<file path="config.mk">
export PLATFORM = sky130hd
export DESIGN_NAME = mr_ldst_flat
export DESIGN_NICKNAME = d
export VERILOG_FILES = /design/src/rtl/mr_pkg.sv /design/src/rtl/mr_ldst_if.sv /design/src/rtl/mr_ldst_align.sv /design/src/rtl/mr_ldst.sv /design/src/flat_wrapper.sv
export SDC_FILE = /design/constraint.sdc
export NUM_CORES = 1
export LEC_CHECK = 0
export CORE_AREA = 2 2 128 130
export CTS_CLUSTER_DIAMETER = 40
export DETAILED_ROUTE_END_ITERATION = 10
export DIE_AREA = 0 0 130 132
export PLACE_DENSITY_LB_ADDON = 0.08
export SYNTH_ARGS = -nofsm -noshare
export SYNTH_HDL_FRONTEND = slang
export SYNTH_SLANG_ARGS = --single-unit
</file>
<file path="constraint.sdc">
create_clock -name clk -period 5.75 [get_ports clk]
set_input_delay 0.8625 -clock clk [delete_from_list [all_inputs] [get_ports clk]]
set_output_delay 0.8625 -clock clk [all_outputs]
set_load 0.1 [all_outputs]
</file>
<file path="src/rtl/mr_pkg.sv">
// Shared load/store types: memory op / size encodings, LDST FSM states and
// the alignment rule used to decide whether an access can go to the bus.
package mr_pkg;
  localparam int XLEN        = 32;
  localparam int REGSEL_BITS = 5;

  typedef enum logic [1:0] {MEMOP_NONE, MEMOP_LOAD, MEMOP_STORE} e_memops;
  typedef enum logic [1:0] {MEMSZ_B, MEMSZ_H, MEMSZ_W} e_memsz;
  typedef enum logic {LS_IDLE, LS_BUS} e_ls_state;

  function automatic logic misaligned(e_memsz sz, logic [1:0] lo);
    case (sz)
      MEMSZ_H: return lo[0];
      MEMSZ_W: return |lo;
      default: return 1'b0;
    endcase
  endfunction
endpackage

</file>
<file path="src/rtl/mr_ldst_if.sv">
// Word-wide memory bus between the load/store stage (master) and memory (slave).
interface mr_ldst_if;
  import mr_pkg::*;
  logic            mem_req;
  logic            mem_we;
  logic [XLEN-1:0] mem_addr;
  logic [XLEN-1:0] mem_wdata;
  logic [3:0]      mem_wstrb;
  logic            mem_ack;
  logic [XLEN-1:0] mem_rdata;

  modport master (output mem_req, mem_we, mem_addr, mem_wdata, mem_wstrb,
                  input  mem_ack, mem_rdata);
  modport slave  (input  mem_req, mem_we, mem_addr, mem_wdata, mem_wstrb,
                  output mem_ack, mem_rdata);
endinterface

</file>
<file path="src/rtl/mr_ldst_align.sv">
// Combinational lane steering: store data replication + byte strobes, and
// load byte/half extraction with sign or zero extension.
module mr_ldst_align
  import mr_pkg::*;
(
  input  e_memsz          size,
  input  logic [1:0]      addr_lo,
  input  logic            sgn,
  input  logic [XLEN-1:0] sdata,
  input  logic [XLEN-1:0] rdata,
  output logic [XLEN-1:0] wdata,
  output logic [3:0]      wstrb,
  output logic [XLEN-1:0] load_val
);
  logic [7:0]  b;
  logic [15:0] h;

  always_comb begin
    wdata    = sdata;
    wstrb    = 4'b1111;
    load_val = rdata;
    b        = rdata[{addr_lo, 3'b000} +: 8];
    h        = rdata[{addr_lo[1], 4'b0000} +: 16];
    case (size)
      MEMSZ_B: begin
        wdata    = {4{sdata[7:0]}};
        wstrb    = 4'b0001 << addr_lo;
        load_val = {{(XLEN-8){sgn & b[7]}}, b};
      end
      MEMSZ_H: begin
        wdata    = {2{sdata[15:0]}};
        wstrb    = addr_lo[1] ? 4'b1100 : 4'b0011;
        load_val = {{(XLEN-16){sgn & h[15]}}, h};
      end
      default: ;
    endcase
  end
endmodule

</file>
<file path="src/rtl/mr_ldst.sv">
// Load/store stage: one instruction in flight, one bus transaction per mem op,
// single-entry writeback slot, fault pulse on misalignment or bus timeout.
module mr_ldst
  import mr_pkg::*;
#(
  parameter int TIMEOUT_CYCLES = 255
) (
  input  logic                   clk,
  input  logic                   rst,
  input  logic                   ls_valid,
  output logic                   ls_ready,
  input  logic [XLEN-1:0]        ls_dest,
  input  logic [REGSEL_BITS-1:0] ls_dest_reg,
  input  e_memops                ls_memop,
  input  e_memsz                 ls_size,
  input  logic                   ls_signed,
  input  logic [XLEN-1:0]        ls_payload,
  mr_ldst_if.master              mem,
  output logic                   wb_valid,
  input  logic                   wb_ready,
  output logic [REGSEL_BITS-1:0] wb_dest_reg,
  output logic [XLEN-1:0]        wb_value,
  output logic                   ls_fault,
  output logic [XLEN-1:0]        ls_fault_addr
);
  localparam int CW = (TIMEOUT_CYCLES > 1) ? $clog2(TIMEOUT_CYCLES) : 1;

  e_ls_state              state_q, state_d;
  logic                   op_we, op_signed;
  e_memsz                 op_size;
  logic [XLEN-1:0]        op_addr, op_data;
  logic [REGSEL_BITS-1:0] op_dest_reg;
  logic [CW-1:0]          tmo_cnt;
  logic [XLEN-1:0]        load_val;

  logic xfer, mem_op, misal, ack_hit, timeout_hit;
  logic wb_load, fault_set;
  logic [REGSEL_BITS-1:0] wb_reg_d;
  logic [XLEN-1:0]        wb_val_d, fault_addr_d;

  assign ls_ready    = ~rst & (state_q == LS_IDLE) & (~wb_valid | wb_ready);
  assign xfer        = ls_valid & ls_ready;
  assign mem_op      = ls_memop != MEMOP_NONE;
  assign misal       = misaligned(ls_size, ls_dest[1:0]);
  assign ack_hit     = (state_q == LS_BUS) & mem.mem_ack;
  // A zero limit disables the timeout so the stage waits on the bus forever.
  assign timeout_hit = (TIMEOUT_CYCLES != 0) && (state_q == LS_BUS) && !mem.mem_ack &&
                       (tmo_cnt == CW'(TIMEOUT_CYCLES - 1));

  assign mem.mem_req   = state_q == LS_BUS;
  assign mem.mem_we    = op_we;
  assign mem.mem_addr  = {op_addr[XLEN-1:2], 2'b00};

  mr_ldst_align u_align (
    .size    (op_size),
    .addr_lo (op_addr[1:0]),
    .sgn     (op_signed),
    .sdata   (op_data),
    .rdata   (mem.mem_rdata),
    .wdata   (mem.mem_wdata),
    .wstrb   (mem.mem_wstrb),
    .load_val(load_val)
  );

  always_comb begin
    state_d      = state_q;
    wb_load      = 1'b0;
    wb_reg_d     = ls_dest_reg;
    wb_val_d     = ls_dest;
    fault_set    = 1'b0;
    fault_addr_d = ls_dest;
    case (state_q)
      LS_IDLE: if (xfer) begin
        if (!mem_op) begin
          wb_load = ls_dest_reg != '0;
        end else if (misal) begin
          fault_set = 1'b1;
        end else begin
          state_d = LS_BUS;
        end
      end
      LS_BUS: begin
        wb_reg_d     = op_dest_reg;
        wb_val_d     = load_val;
        fault_addr_d = op_addr;
        if (ack_hit) begin
          state_d = LS_IDLE;
          wb_load = !op_we && (op_dest_reg != '0);
        end else if (timeout_hit) begin
          state_d   = LS_IDLE;
          fault_set = 1'b1;
        end
      end
      default: state_d = LS_IDLE;
    endcase
  end

  always_ff @(posedge clk) begin
    if (rst) state_q <= LS_IDLE;
    else     state_q <= state_d;
  end

  always_ff @(posedge clk) begin
    if (rst || state_d != LS_BUS) tmo_cnt <= '0;
    else if (TIMEOUT_CYCLES != 0 && state_q == LS_BUS) tmo_cnt <= tmo_cnt + CW'(1);
  end

  // Operand capture happens only on the accept edge; upstream may change after.
  always_ff @(posedge clk) begin
    if (xfer && mem_op) begin
      op_we       <= ls_memop == MEMOP_STORE;
      op_size     <= ls_size;
      op_signed   <= ls_signed;
      op_addr     <= ls_dest;
      op_data     <= ls_payload;
      op_dest_reg <= ls_dest_reg;
    end
  end

  always_ff @(posedge clk) begin
    if (rst) begin
      wb_valid      <= 1'b0;
      wb_dest_reg   <= '0;
      wb_value      <= '0;
      ls_fault      <= 1'b0;
      ls_fault_addr <= '0;
    end else begin
      if (wb_load) begin
        wb_valid    <= 1'b1;
        wb_dest_reg <= wb_reg_d;
        wb_value    <= wb_val_d;
      end else if (wb_ready) begin
        wb_valid    <= 1'b0;
      end
      ls_fault <= fault_set;
      if (fault_set) ls_fault_addr <= fault_addr_d;
    end
  end
endmodule

</file>
<file path="src/flat_wrapper.sv">
// flat-port wrapper written by rule: the top's interface ports become plain ports
module mr_ldst_flat import mr_pkg::*;
#(
  parameter int TIMEOUT_CYCLES = 255
)
  (clk, rst, ls_valid, ls_ready, ls_dest, ls_dest_reg, ls_memop, ls_size, ls_signed, ls_payload, wb_valid, wb_ready, wb_dest_reg, wb_value, ls_fault, ls_fault_addr, mem_mem_req, mem_mem_we, mem_mem_addr, mem_mem_wdata, mem_mem_wstrb, mem_mem_ack, mem_mem_rdata);
  mr_ldst_if mem_i ();
  input  logic clk;
  input  logic rst;
  input  logic ls_valid;
  output logic ls_ready;
  input  logic [XLEN-1:0] ls_dest;
  input  logic [REGSEL_BITS-1:0] ls_dest_reg;
  input  e_memops ls_memop;
  input  e_memsz ls_size;
  input  logic ls_signed;
  input  logic [XLEN-1:0] ls_payload;
  output logic wb_valid;
  input  logic wb_ready;
  output logic [REGSEL_BITS-1:0] wb_dest_reg;
  output logic [XLEN-1:0] wb_value;
  output logic ls_fault;
  output logic [XLEN-1:0] ls_fault_addr;
  output wire logic [$bits(mem_i.mem_req)-1:0] mem_mem_req;
  output wire logic [$bits(mem_i.mem_we)-1:0] mem_mem_we;
  output wire logic [$bits(mem_i.mem_addr)-1:0] mem_mem_addr;
  output wire logic [$bits(mem_i.mem_wdata)-1:0] mem_mem_wdata;
  output wire logic [$bits(mem_i.mem_wstrb)-1:0] mem_mem_wstrb;
  input wire logic [$bits(mem_i.mem_ack)-1:0] mem_mem_ack;
  input wire logic [$bits(mem_i.mem_rdata)-1:0] mem_mem_rdata;
  assign mem_mem_req = mem_i.mem_req;
  assign mem_mem_we = mem_i.mem_we;
  assign mem_mem_addr = mem_i.mem_addr;
  assign mem_mem_wdata = mem_i.mem_wdata;
  assign mem_mem_wstrb = mem_i.mem_wstrb;
  assign mem_i.mem_ack = mem_mem_ack;
  assign mem_i.mem_rdata = mem_mem_rdata;
  mr_ldst #(.TIMEOUT_CYCLES(TIMEOUT_CYCLES)) u_core (.clk(clk), .rst(rst), .ls_valid(ls_valid), .ls_ready(ls_ready), .ls_dest(ls_dest), .ls_dest_reg(ls_dest_reg), .ls_memop(ls_memop), .ls_size(ls_size), .ls_signed(ls_signed), .ls_payload(ls_payload), .mem(mem_i), .wb_valid(wb_valid), .wb_ready(wb_ready), .wb_dest_reg(wb_dest_reg), .wb_value(wb_value), .ls_fault(ls_fault), .ls_fault_addr(ls_fault_addr));
endmodule
</file>
==> out/results.ini <==
[sta]
hold_violations=0
rsz0062_at_grt=no
fin_crit_sh=0.735
period_minus_slack_ns=4.23
setup_violations=0
tightest_slew_ns=1.03
fin_tns_setup_ns=0
slew_viol_final=0
fin_worst_skew_ns=0.00758
slew_headroom=0.310
fmax_ghz=0.237

[critical_path]
r2r-end=u_core.wb_value[25]
cp_max_fo=16
reg2reg_slack_ns=3.08
crit_chain=nor2_1 > mux2_2 > clkdlybuf4s50_1
reg2reg_from=u_core.op_addr[1]
required_ns=4.89
endpoint_kind=output port
critPathTopFamily=buffers and inverters
path_class=register to output port
start_kind=register
critPathSlowestCell=clkdlybuf4s50_1
ff2ff_path_depth=5
worst-path-buf-inv=1
arrival_ns=3.36
critPathMaxStageDelay_ns=1.13

[pwr]
power-per-cell-area_nw_per_um2=283
swShare=0.294
pwr-share-seq=0.400
p_clk_frac=0.393
pwr-share-comb=0.208
p_int_mw=2.14
leakage_nw=3.84
p_switching_mw=0.889
ir_worst_vdd_uv=196

[global_route]
use_met2=0.417
met3_usage=0.0617
grt_max_degree=85
antenna_found_initial=2
grt_pass1_wl_um=33700
grt_use_met1=0.313
grt_pass1_vias=6385
grt_busiest_layer=met2
grt-ovfl-total=0
track_usage=0.253

[clock_tree]
htreeDepth=4
numCtsBuffers=17
post_cts_buffers=0
worstSkewPairLatency_ns=0.43
cts_max_path_buffers=2
cts_resized=0
hold_buffers=0
cts_tree=built
root_buffer=clkbuf_16
cts.sinks=153
clk_pin_slew_ns=0.06

[layout]
final_cell_area_um2=10700
layout-drive-gt1-share=0.105
n_fill_cell=1230
areaGrowthSynthToFinish_pct=37.2
nets=1050

[outcome]
status=completed

[min_path]
min_from=u_core.wb_value[9]
hold_depth=2
hp-class=register to register
min_to=u_core.wb_value[9]

[routing]
wl_per_cell_um=18.6
via_count=6407
vias_per_cell=5.50
postRouteWirelength_um=21700
ant_nets=0
drc_errors=0
drtIter0Drc=359
dr.pass1.iters=4

[logic_synthesis]
ys_async_sr_fraction=0
syn_area_per_cell_um2=10.3
syn_inst=756
synth_seq_cells=153
synth_edf_count=73
ys.flop_type=dfxtp_1
ys_warn_count=0
synth-seq-area-share=0.487
syn-cell-area_um2=7790
synth_cell_types=53

[placement]
numPortBuffers=250
placed_area_um2=10100
gp_congestion=0.815
dp_hpwl_um=15500

[floorplan]
io_pins=253
die-width_um=130
dieHeight_um=132
dieArea_um2=17200
initial_core_util=0.496
rows=46
core_um2=15700

[flow_run]
cap_violations=0

-- synthesized netlist by cell type, types with 2 or more instances --
cell,n,share of area
dfxtp_1,80,0.21
nor3_1,10,0.0064
and3_1,2,0.0016
nand2_1,127,0.061
o211ai_1,7,0.0067
buf_6,2,0.0029
nand3b_1,14,0.013
nand4_1,3,0.0024
o22ai_1,7,0.0056
xor2_1,3,0.0034
inv_1,31,0.015
ha_1,4,0.0064
o21ai_0,38,0.024
o2111ai_1,7,0.0079
nor2_1,12,0.0058
a21oi_1,17,0.011
or4_4,2,0.0029
buf_1,3,0.0014
a211oi_1,36,0.035
nor2b_1,5,0.0040
clkbuf_1,32,0.015
nand2b_1,19,0.015
o32ai_1,23,0.026
mux2i_1,54,0.069
buf_2,16,0.010
edfxtp_1,73,0.28
o31ai_1,7,0.0067
xnor2_1,4,0.0045
buf_4,46,0.044
o21ai_2,2,0.0022
mux2_2,47,0.068
a21oi_2,2,0.0022
-- per-stage QoR --
stage	total power [mW]	util	std cells	hold slack (ns)	setup WS [ns]
floorplan	1.67	-	757	0.513	1.40
global placement	1.85	0.640	1132	0.441	2.00
detailed placement	1.86	0.640	1132	0.448	1.97
CTS	3.04	0.680	1164	0.458	1.49
global route	3.12	0.680	1165	0.474	1.39
finish	3.03	0.680	1165	0.455	1.52
-- power groups by stage --
stage	Clock (mW)	Sequential, mW	Combinational, mW
global placement	0	1.23	0.620
finish	1.19	1.21	0.628
floorplan	0	1.32	0.349
CTS	1.20	1.21	0.631
global route	1.25	1.21	0.656
detailed placement	0	1.23	0.628
-- layer usage --
layer / wire (µm) / vias up
li1: - / 3058
met1: 8900 / 3062
met2: 10600 / 238
met3: 1380 / 47
met4: 808 / 2
met5: 11 / -
-- cell families (layout without fill, tap and decap cells) --
family / after synthesis / count (layout) / share of synthesized area
compound gates: 157 / 157 / 0.145
simple gates: 202 / 202 / 0.124
other cells: 1 / 3 / 0.000481
flops: 153 / 153 / 0.487
xor+xnor: 7 / 7 / 0.00787
buf+inv: 130 / 321 / 0.0893
mux: 102 / 102 / 0.140
fa+ha+maj: 4 / 4 / 0.00642
-- tightest hold or removal path, stage by stage, from the launching register on --
cell and delay, ns:
dfxtp_1 0.31, inv_1 0.05, o32ai_1 0.05
-- placed cells by master, fill, tap and decap left out, drive strengths merged, types with 3 or more instances in the layout --
master and count:
o32ai 23, dfxtp 80, o31ai 7, o21ai 40, a21oi 19, nand4 3
o211ai 8, nand2b 19, buf 8, edfxtp 73, inv 31, xnor2 4
clkbuf 24, o22ai 8, clkdlybuf4s50 250, bufinv 4, ha 4, a211oi 36
xor2 3, o2111ai 8, nor2 12, nor3 10, nand2 127, clkinv 4
mux2i 54, nand3b 14, nor2b 5, mux2 47
-- cell type report --
type | count | area, µm² | share of cell area
inverter | 31 | 116 | 0.0109
clock inverter | 8 | 143 | 0.0133
multi-input combinational | 474 | 3320 | 0.310
timing repair buffer | 258 | 2560 | 0.240
tap | 216 | 270 | 0.0253
clock buffer | 24 | 482 | 0.0451
antenna | 1 | 2.50 | 0.000234
sequential | 153 | 3800 | 0.355
-- worst max-delay path by stage --
stage | slack (ns) | startpoint | to | depth (start not counted)
5_1_grt | 1.39 | u_core.op_size[0] | mem_mem_wdata[9] | 3
2_1_floorplan | 1.40 | u_core.mem.mem_req | ls_ready | 4
4_1_cts | 1.49 | u_core.op_size[0] | mem_mem_wdata[9] | 3
3_3_place_gp | 2.00 | u_core.op_size[0] | mem_mem_wdata[11] | 3
3_5_place_dp | 1.97 | u_core.op_size[0] | mem_mem_wdata[11] | 3
6_report | 1.52 | u_core.op_size[0] | mem_mem_wdata[9] | 3
Power figures use the tool's default switching activity.
